## src/rtl/rob_alloc.sv

```systemverilog
// In-order ROB tag allocator: hands out tail tags, tracks per-slot allocated/pending
// state for three completion ports, frees the head on commit and flags protocol misuse.
module rob_alloc #(
  parameter int unsigned ROB_SLOTS    = 16,
  parameter int unsigned ROB_IDX_BITS = 4
) (
  input  logic                    clk,
  input  logic                    rst,
  input  logic                    clear,
  input  logic                    allocReq,
  output logic                    allocGnt,
  output logic [ROB_IDX_BITS-1:0] allocIdx,
  input  logic                    valid1,
  input  logic [ROB_IDX_BITS-1:0] robIdx1,
  input  logic                    valid2,
  input  logic [ROB_IDX_BITS-1:0] robIdx2,
  input  logic                    valid3,
  input  logic [ROB_IDX_BITS-1:0] robIdx3,
  input  logic                    commit,
  output logic [ROB_IDX_BITS-1:0] headIdx,
  output logic [ROB_IDX_BITS:0]   count,
  output logic                    full,
  output logic                    empty,
  output logic                    headDone,
  output logic                    error
);

  localparam int unsigned CW = ROB_IDX_BITS + 1;
  localparam int          NP = 3;

  logic [ROB_IDX_BITS-1:0] tail_q, tail_n, head_q, head_n;
  logic [CW-1:0]           count_q, count_n;
  logic [ROB_SLOTS-1:0]    alloc_q, alloc_n, pend_q, pend_n;
  logic                    full_q, full_n, empty_q, empty_n;
  logic                    head_done_q, head_done_n, error_q, error_n;
  logic                    do_commit;
  logic [NP-1:0]           cv;
  logic [ROB_IDX_BITS-1:0] ci [NP];

  assign cv    = {valid3, valid2, valid1};
  assign ci[0] = robIdx1;
  assign ci[1] = robIdx2;
  assign ci[2] = robIdx3;

  // Next-state: grant at tail, completions clear pend, commit frees head; clear wipes all but error.
  always_comb begin
    tail_n    = tail_q;
    head_n    = head_q;
    alloc_n   = alloc_q;
    pend_n    = pend_q;
    error_n   = error_q;
    allocGnt  = allocReq & ~full_q & ~clear & rst;
    do_commit = commit & ~empty_q & ~clear;

    if (allocGnt) begin
      alloc_n[tail_q] = 1'b1;
      pend_n[tail_q]  = 1'b1;
      tail_n          = tail_q + ROB_IDX_BITS'(1);
    end

    // Checks use pre-edge state, so a same-cycle grant looks unallocated.
    for (int i = 0; i < NP; i++) begin
      if (cv[i]) begin
        if (alloc_q[ci[i]] && pend_q[ci[i]]) pend_n[ci[i]] = 1'b0;
        else                                 error_n       = 1'b1;
        for (int j = i + 1; j < NP; j++) begin
          if (cv[j] && (ci[j] == ci[i])) error_n = 1'b1;
        end
      end
    end

    if (commit) begin
      if (empty_q) begin
        error_n = 1'b1;
      end else begin
        if (pend_q[head_q]) error_n = 1'b1;
        alloc_n[head_q] = 1'b0;
        pend_n[head_q]  = 1'b0;
        head_n          = head_q + ROB_IDX_BITS'(1);
      end
    end

    count_n = count_q + CW'(allocGnt) - CW'(do_commit);

    if (clear) begin
      tail_n  = '0;
      head_n  = '0;
      alloc_n = '0;
      pend_n  = '0;
      count_n = '0;
      error_n = error_q;
    end

    full_n      = (count_n == CW'(ROB_SLOTS));
    empty_n     = (count_n == '0);
    head_done_n = alloc_n[head_n] & ~pend_n[head_n];
  end

  always_ff @(posedge clk) begin
    if (!rst) begin
      tail_q      <= '0;
      head_q      <= '0;
      count_q     <= '0;
      alloc_q     <= '0;
      pend_q      <= '0;
      full_q      <= 1'b0;
      empty_q     <= 1'b1;
      head_done_q <= 1'b0;
      error_q     <= 1'b0;
    end else begin
      tail_q      <= tail_n;
      head_q      <= head_n;
      count_q     <= count_n;
      alloc_q     <= alloc_n;
      pend_q      <= pend_n;
      full_q      <= full_n;
      empty_q     <= empty_n;
      head_done_q <= head_done_n;
      error_q     <= error_n;
    end
  end

  assign allocIdx = tail_q;
  assign headIdx  = head_q;
  assign count    = count_q;
  assign full     = full_q;
  assign empty    = empty_q;
  assign headDone = head_done_q;
  assign error    = error_q;

endmodule

```

## config.mk

```make
export PLATFORM = sky130hd
export DESIGN_NAME = rob_alloc
export DESIGN_NICKNAME = d
export VERILOG_FILES = /design/src/rtl/rob_alloc.sv
export SDC_FILE = /design/constraint.sdc
export NUM_CORES = 1
export LEC_CHECK = 0
export ABC_AREA = 1
export BUFFER_PORTS_ARGS = -buffer_cell sky130_fd_sc_hd__buf_4
export CAP_MARGIN = 5
export CORE_MARGIN = 3
export CORE_UTILIZATION = 50
export DETAILED_ROUTE_END_ITERATION = 10
export PLACE_DENSITY = 0.72
export SETUP_SLACK_MARGIN = 0.15
export SYNTH_ARGS = -nofsm -noshare
export SYNTH_HDL_FRONTEND = slang
export SYNTH_SLANG_ARGS = --single-unit
```

## constraint.sdc

```tcl
create_clock -name clk -period 3.3 [get_ports clk]
set_clock_uncertainty 0.2 [all_clocks]
set_input_delay 0.33 -clock clk [delete_from_list [all_inputs] [get_ports clk]]
set_output_delay 0.33 -clock clk [all_outputs]
set_load 0.1 [all_outputs]
```

## After elaboration in Yosys (flattened, before gate mapping)

Index checks and enable logic that the tools add are counted.

- Register bits after elaboration: 49
- Output and inout port bits: 18
- Logic and storage cells: 121

- $add $sub $neg: 4
- $lt $le $gt $ge: 11
- Equality and inequality tests: 4
- Multiplexer cells: 58
- Bitwise operators: 22
- Reduce and logical (&&, ||, !) cells: 13

Operators with widths:

| operator | number |
|---|---|
| 16-bit two-way mux | 14 |
| 16-bit bitwise AND | 5 |
| 16-bit NOT | 4 |
| 1-bit binary-select mux with 4-bit select | 9 |
| 16-bit OR | 2 |
| 4-bit by 5-bit less-than comparator with 1-bit output, second input constant | 6 |
| 1-bit two-way mux | 26 |
| 1-bit demux with 4-bit select | 5 |
| 4-bit by 1-bit >= comparator with 1-bit output, second input constant | 5 |
| 4-bit == test | 3 |
| 4-bit two-way mux | 3 |
| 1-bit logical AND | 11 |
| 4-bit by 1-bit adder with 4-bit output, second input constant | 2 |
| 1-bit bitwise AND | 6 |
| 5-bit by 1-bit adder with 5-bit output | 1 |
| 5-bit == test, second input constant | 1 |
| 5-bit zero test | 1 |
| 5-bit two-way mux | 1 |
| 1-bit NOT | 5 |
| 5-bit by 1-bit subtractor with 5-bit output | 1 |
| 2-bit OR reduction | 1 |

## Depth between registers and ports, before layout

Gate-level depths: netlist of the first run.

- Depth after elaboration: 23
- Mapped depth: 21
- Depth with buffers taken out: 19

## Least setup slack after synthesis of the first run

OpenSTA, ideal clock, no wires.

- Kind: flip-flop to flip-flop
- Start: reg head_q[0] (netlist: headIdx[0])
- End: reg head_done_q (netlist: headDone)
- Library setup time: 0.064 ns
- Data arrival time: 2.949 ns
- Data required time: 3.036 ns
- Path slack: 0.087 ns
- Cell stages (with the launch flop): 14
- Path through: dfxtp_1 inv_1 clkbuf_1 ha_1 nor2_1 nor3_2 clkinv_1 a21oi_1 nand2_1 nand3_1 nand4_1 nand2_1 nand2_1 nor2_1

- Word-level cells in the longest chain between the ends: 13
- Elaborated cells on any way between the ends: 24
- Classes of those cells: add/sub: 1; order compare: 2; mux: 15; bitwise: 5; reduce/logical: 1

RTL lines:

| item | line | source |
|---|---|---|
| from (decl) | 31 | `logic [ROB_IDX_BITS-1:0] tail_q, tail_n, head_q, head_n;` |
| from (signal assigned) | 112 | `head_q <= head_n;` |
| 4-bit by 5-bit less-than comparator with 1-bit output (implied by the code) / 4-bit by 1-bit >= comparator with 1-bit output (equally long branches) | 77, 78 |  |
| 1-bit logical AND (implied by the code) | 77, 78 |  |
| 1-bit two-way mux (implied by the code) | 77, 78 |  |
| 1-bit demux with 4-bit select | 77, 78 |  |
| 16-bit NOT (no source line) | - |  |
| 16-bit bitwise AND (no source line) | - |  |
| 16-bit two-way mux | 73 | `if (empty_q) begin` |
| 16-bit two-way mux | 72 | `if (commit) begin` |
| 16-bit two-way mux | 85 | `if (clear) begin` |
| 1-bit binary-select mux with 4-bit select | 96 | `head_done_n = alloc_n[head_n] & ~pend_n[head_n];` |
| 1-bit two-way mux (implied by the code) | 96 |  |
| 1-bit NOT | 96 |  |
| 1-bit bitwise AND (*) | 96 |  |
| to (signal assigned) | 118 | `head_done_q <= head_done_n;` |
| to (decl) | 35 | `logic head_done_q, head_done_n, error_q, error_n;` |

Every way passes the cells marked *; elsewhere a longest branch is shown, timed or not. The select of a mux whose other input is x is not followed.
A chain may end at the register's enable or synchronous reset.

## Final worst setup path of the first run

Same ends and word-level chain as after synthesis.

==> run_results.csv, run 1 <==
group,metric,value,unit
run_status,outcome,"completed",
clocking,post_cts_buffers,0,
clocking,clk_latency,310,ps
yosys,synth_mux_area_frac,0,
setup_path,timing.critical_path.from,"headIdx[0]$_SDFF_PN0_",
setup_path,r2r_start,"headIdx[0]$_SDFF_PN0_",
yosys,synth_compound_area_frac,0.123,
sta,fmax,0.364,GHz
clocking,cts.path.max_buffers,2,
setup_path,critPathArrivalTime,2790,ps
power,p_int,0.954,mW
setup_path,crit_type,"register to register",
drt,routed_wirelength,18.2,mm
sta,fin_tns_setup,0,ps
sta,rsz0062_at_grt,"no",
layout,final_common_cell,"nand2_1",
global_route,overflow,0,
setup_path,crit_fanout,13,
die,core_area,9280,sq um
drt,post_drt_wl_per_cell,17.7,microns
global_route,antenna_found_initial,0,
setup_path,critPathCaptureType,"register",
setup_path,r2r_slack,550,ps
global_route,grtUsageTotal,0.335,
drt,vias_per_cell,5.55,
sta,fin_crit,2750,ps
power,powerDensity,301,nW/um^2
power,p_sw_frac,0.383,
die,fp.dieH,104,microns
placed_design,dp_hpwl,14.0,mm
sta,hold_viol_final,0,
die,start_util,0.517,
clocking,clock-root-buffer,"clkbuf_8",
sta,setup-violations-final,0,
layout,final_layout_size_suffix_gt1_frac,0.0800,
clocking,cts_num_sinks,49,
drt,firstDrtPassIters,6,
layout,areaGrowthSynthToFinish,6.95,%
layout,n_antenna_cell,0,
job,maxCapViolations,0,
clocking,clk_pin_slew_worst_paths,90,ps
clocking,numCtsBuffers,5,
clocking,tritoncts,"yes",
layout,final_nets,933,
power,p_total,1.55,mW
layout,fin_util,0.553,
yosys,ys_seq_elements,49,
power,p_leak,2.57,nW
yosys,yosysSeqAreaShare,0.204,
sta,tightest_slew,704,ps
drt,vias,5711,
sta,fin_crit_sh,0.833,
setup_path,cp-start-kind,"register",
power,switchingPower,0.593,mW
die,io_pins,38,
die,dieArea,10800,sq um
layout,layout_common_cells,"nand2_1 (331), nor2_1 (124), inv_1 (103), nand3_1 (73), dfxtp_1 (48)",
worst_hold_path,hold_path_class,"input pin to register",
yosys,synth.largest_area_cell,"nand2_1",
yosys,synth_top_family_by_area,"simple AND/OR/NAND/NOR gates",
sta,max_slew_margin,0.527,
die,rows,35,
power,ir_drop,0.000285,V
yosys,synth.area.top_cells,"nand2_1 (26%), dfxtp_1 (20%), nor2_1 (9.7%)",
global_route,grt_max_degree,40,
setup_path,crit_path_end,"headDone$_SDFF_PN0_",
setup_path,cp.required,3340,ps
setup_path,timing.rr.end,"headDone$_SDFF_PN0_",
worst_hold_path,worstHoldPathCells,2,
drt,drc_errors,0,
yosys,avgSynthCellArea,5.43,sq um
yosys,synth_nets,918,
yosys,synth_top_area_frac,0.259,
yosys,synthesis.area,4800,sq um
drt,drtIter0Drc,662,
power,power_frac_clock,0.290,
clocking,cts_resized,0,
yosys,synth_xor_area_frac,0.0109,
setup_path,r2r_cells,13,
sta,slew_viol_final,0,
placed_design,place.gp.congestion,1.06,
power,p_seq_frac,0.404,
power,comb_power_share,0.305,
yosys,yosys_warnings,0,
placed_design,io_buffers,37,
clocking,h-tree-depth,2,
yosys,synth_fa_ha_area_frac,0.0380,
yosys,synth_cell_type_count,43,
clocking,hold_buffers,0,
die,die_w,104,microns
yosys,syn_inst,884,
global_route,first_global_vias,5047,
global_route,grt_pass1_wl,28.6,mm
yosys,synth-simple-area-share,0.486,
drt,postRouteAntennaNets,0,
-- cell usage after synthesis, drive strengths merged --
library cell	instances
nand2	338
nor2	130
inv	109
nand3	75
o21ai	53
dfxtp	49
a21oi	35
buf	23
ha	13
nor3	11
clkbuf	9
nand4	7
o21a	6
o22ai	3
xnor2	3
xor2	3
a21boi	2
clkinv	2
o21bai	2
o221ai	2
a221oi	1
a22o	1
a22oi	1
a31oi	1
fa	1
nand3b	1
nor4	1
o2111ai	1
or2	1
-- worst max-delay path, stage by stage (launching register included) --
cell      delay (ps)
dfxtp_2          450
inv_1            220
ha_1             340
nor2_1            50
nor3_2           150
buf_4            200
clkinv_1         330
a21oi_1          230
nand2_1           90
nand3_1           70
nand4_1           80
nand2_1          120
nand2_1           60
nor2_1           100
-- cell families after synthesis --
group | count (synthesis)
and+or+nand+nor | 564
buffers and inverters | 143
AOI/OAI and AO/OA | 108
DFF | 49
adders and majority gates | 14
xor gates and xnor gates | 6
-- worst min path at each step --
stage / end / start / slack, ps
finish: empty$_SDFF_PN1_ / rst / 30
CTS: empty$_SDFF_PN1_ / rst / 40
floorplan: empty$_SDFF_PN1_ / rst / 220
global placement: error$_SDFFE_PN0N_ / error$_SDFFE_PN0N_ / 280
detailed placement: error$_SDFFE_PN0N_ / error$_SDFFE_PN0N_ / 280
global route: empty$_SDFF_PN1_ / rst / 50
-- layer usage --
metal	part of all wire	vias up	GRT usage
li1	-	2781	-
met1	0.44	2549	0.486
met2	0.41	318	0.495
met3	0.11	63	0.0552
met4	0.044	0	0.123
met5	0	-	0
-- area by class of cell --
cell class	count	area, sq um
fillers	1030	4150
repair buffers	40	300
clock inverters	2	38.8
clock buffers	6	72.6
well taps	129	161
multi-input cells	692	3160
inverters	111	422
flip-flops and latches	49	982
-- state kept, by name, summed over array words and instances, names as in the netlist --
signal / flops
error: 1
full: 1
headDone: 1
empty: 1
allocIdx: 4
pend_q: 16
count: 5
alloc_q: 16
headIdx: 4
-- per-stage QoR --
| stage | std cells | hold WS (ps) | instance area [sq um] | setup WS, ps |
|---|---|---|---|---|
| after global placement | 1021 | 284 | 5030 | 604 |
| after global routing | 1029 | 46.0 | 5140 | 356 |
| after floorplan | 884 | 222 | 4800 | 198 |
| final | 1029 | 34.3 | 5140 | 550 |
| after CTS | 1029 | 39.7 | 5140 | 641 |
| after detailed placement | 1021 | 279 | 5030 | 634 |
-- power by group through the flow --
stage	Clock [mW]	Combinational [mW]	Sequential, mW
finish	0.449	0.472	0.625
global route	0.468	0.510	0.628
floorplan	0	0.249	0.744
global placement	0	0.464	0.639
detailed placement	0	0.461	0.638
CTS	0.449	0.463	0.625
(Power assumes the default switching activity.)
==> run 2: changes to the inputs <==
Settings changed: PLACE_DENSITY 0.72 to 0.75.
Clock period 3.3 ns to 2.4 ns, I/O delays scaled along.
==> run 2 against run 1 <==
Design area is 10% higher. Combinational power is 56% higher. Routed wire length is 0.10% lower. Non-clock buffer count is 43 higher. Critical path type unchanged. Largest power group unchanged.
==> run_results.csv, run 2 (synthesis gave the netlist of run 1 again) <==
group,metric,value,unit
global_route,overflow,0,
die,start_util,0.517,
sta,hold_viol_final,0,
die,fp.dieH,104,microns
global_route,first_global_vias,5129,
placed_design,dpl.cell_count,1051,
power,p_leak,2.80,nW
setup_path,crit_type,"register to register",
layout,final_nets,977,
layout,fin_util,0.609,
setup_path,timing.critical_path.from,"empty$_SDFF_PN1_",
placed_design,dpl_cell_area,5310,sq um
drt,vias_per_cell,5.41,
drt,postRouteAntennaNets,0,
setup_path,r2r_start,"empty$_SDFF_PN1_",
sta,setup-violations-final,0,
drt,routed_wirelength,18.2,mm
die,die_w,104,microns
layout,regArea,1050,sq um
power,powerDensity,374,nW/um^2
clocking,clk_pin_slew_worst_paths,90,ps
drt,vias,5810,
setup_path,r2r_slack,120,ps
placed_design,place.gp.congestion,1.07,
sta,slew_viol_final,0,
sta,tightest_slew,486,ps
sta,hold_slack,19.1,ps
clocking,h-tree-depth,2,
die,rows,35,
drt,post_drt_wl_per_cell,17.0,microns
drt,firstDrtPassIters,6,
clocking,clock-root-buffer,"clkbuf_8",
layout,layout_common_cells,"nand2_1 (326), nor2_1 (114), inv_1 (98), buf_4 (80), nand3_1 (71)",
layout,n_antenna_cell,0,
sta,fin_crit,2280,ps
setup_path,crit_path_end,"full$_SDFF_PN0_",
drt,drtIter0Drc,787,
clocking,clk_latency,310,ps
global_route,antenna_found_initial,0,
power,p_total,2.12,mW
run_status,outcome,"completed",
die,core_area,9280,sq um
sta,max_slew_margin,0.675,
setup_path,critPathCaptureType,"register",
sta,fin_ws,117,ps
placed_design,io_buffers,37,
sta,rsz0062_at_grt,"yes",
setup_path,r2r_cells,13,
clocking,cts.path.max_buffers,2,
die,dieArea,10800,sq um
placed_design,dp_hpwl,13.8,mm
setup_path,cp.required,2400,ps
setup_path,cp-start-kind,"register",
drt,drc_errors,0,
layout,areaGrowthSynthToFinish,17.8,%
placed_design,dp_slack,9.09,ps
layout,final_common_cell,"nand2_1",
layout,design_area,5660,sq um
job,maxCapViolations,0,
worst_hold_path,hold_path_startpoint,"rst",
global_route,grtUsageTotal,0.327,
setup_path,crit_fanout,2,
clocking,numCtsBuffers,5,
clocking,tritoncts,"yes",
clocking,cts_num_sinks,49,
global_route,grt_max_degree,40,
layout,final_cells,1073,
layout,nFillCells,959,
sta,fin_crit_sh,0.951,
setup_path,critPathArrivalTime,2280,ps
layout,final_layout_size_suffix_gt1_frac,0.189,
setup_path,timing.rr.end,"full$_SDFF_PN0_",
sta,fin_tns_setup,0,ps
power,ir_drop,0.000409,V
sta,fmax,0.438,GHz
die,io_pins,38,
worst_hold_path,hold_path_class,"input pin to register",
layout,multiInputGateArea,3280,sq um
global_route,grt_pass1_wl,28.1,mm
==> run 2: cell types whose count changed in the layout (fill, tap and decap cells not counted), moves of 4 or more <==
cell / delta
nor2_1: -10
dfxtp_1: -33
nor2_2: +8
inv_1: -5
nand2_1: -5
o21ai_0: -5
dfxtp_4: +10
nand2_2: +4
buf_4: +40
dfxtp_2: +23
==> run 2: critical path: stages, from the launching register on <==
cell and delay [ps]:
dfxtp_4 370, inv_4 30, nand2_4 70, nor2_4 40, ha_4 260, inv_2 40
ha_4 150, buf_4 120, buf_4 120, a31oi_1 210, xor2_1 80, or2_2 300
nand3_1 110, nor2_1 70
==> run 2: worst min path at each step <==
stage	cells past startpoint	end	slack, ps
after floorplan	1	empty$_SDFF_PN1_	120
after global placement	2	empty$_SDFF_PN1_	260
after detailed placement	2	empty$_SDFF_PN1_	260
after CTS	2	error$_SDFFE_PN0N_	20
after global routing	2	error$_SDFFE_PN0N_	10
final	2	error$_SDFFE_PN0N_	20
==> run 2: area by class of cell <==
type	count	area share
Clock buffer	7	0.0153
Tap cell	129	0.0285
Clock inverter	1	0.00133
Multi-Input combinational cell	693	0.580
Timing Repair Buffer	83	0.113
Sequential cell	49	0.185
Inverter	111	0.0756
==> run 2: metal layers <==
layer / part of all wire / up-vias / GRT usage
met5: 0 / - / 0
met4: 0.045 / 0 / 0.142
met3: 0.11 / 54 / 0.0453
met2: 0.42 / 335 / 0.498
met1: 0.42 / 2542 / 0.460
li1: - / 2879 / -
==> run 2: report_power, final <==
group          switching, mW  total, mW  internal [mW]
Combinational          0.514      0.735          0.220
Clock                  0.291      0.526          0.235
Sequential            0.0258      0.858          0.832
==> run 2: timing repair <==
item / CTS / global route
hold buffers: 1 / 0
endpoints found under the setup margin: 5 / 6
pin swaps: 11 / 15
setup buffers: 9 / 3
gates cloned: 0 / 1
hold endpoints to repair: 1 / 0
resized for setup: 20 / 47
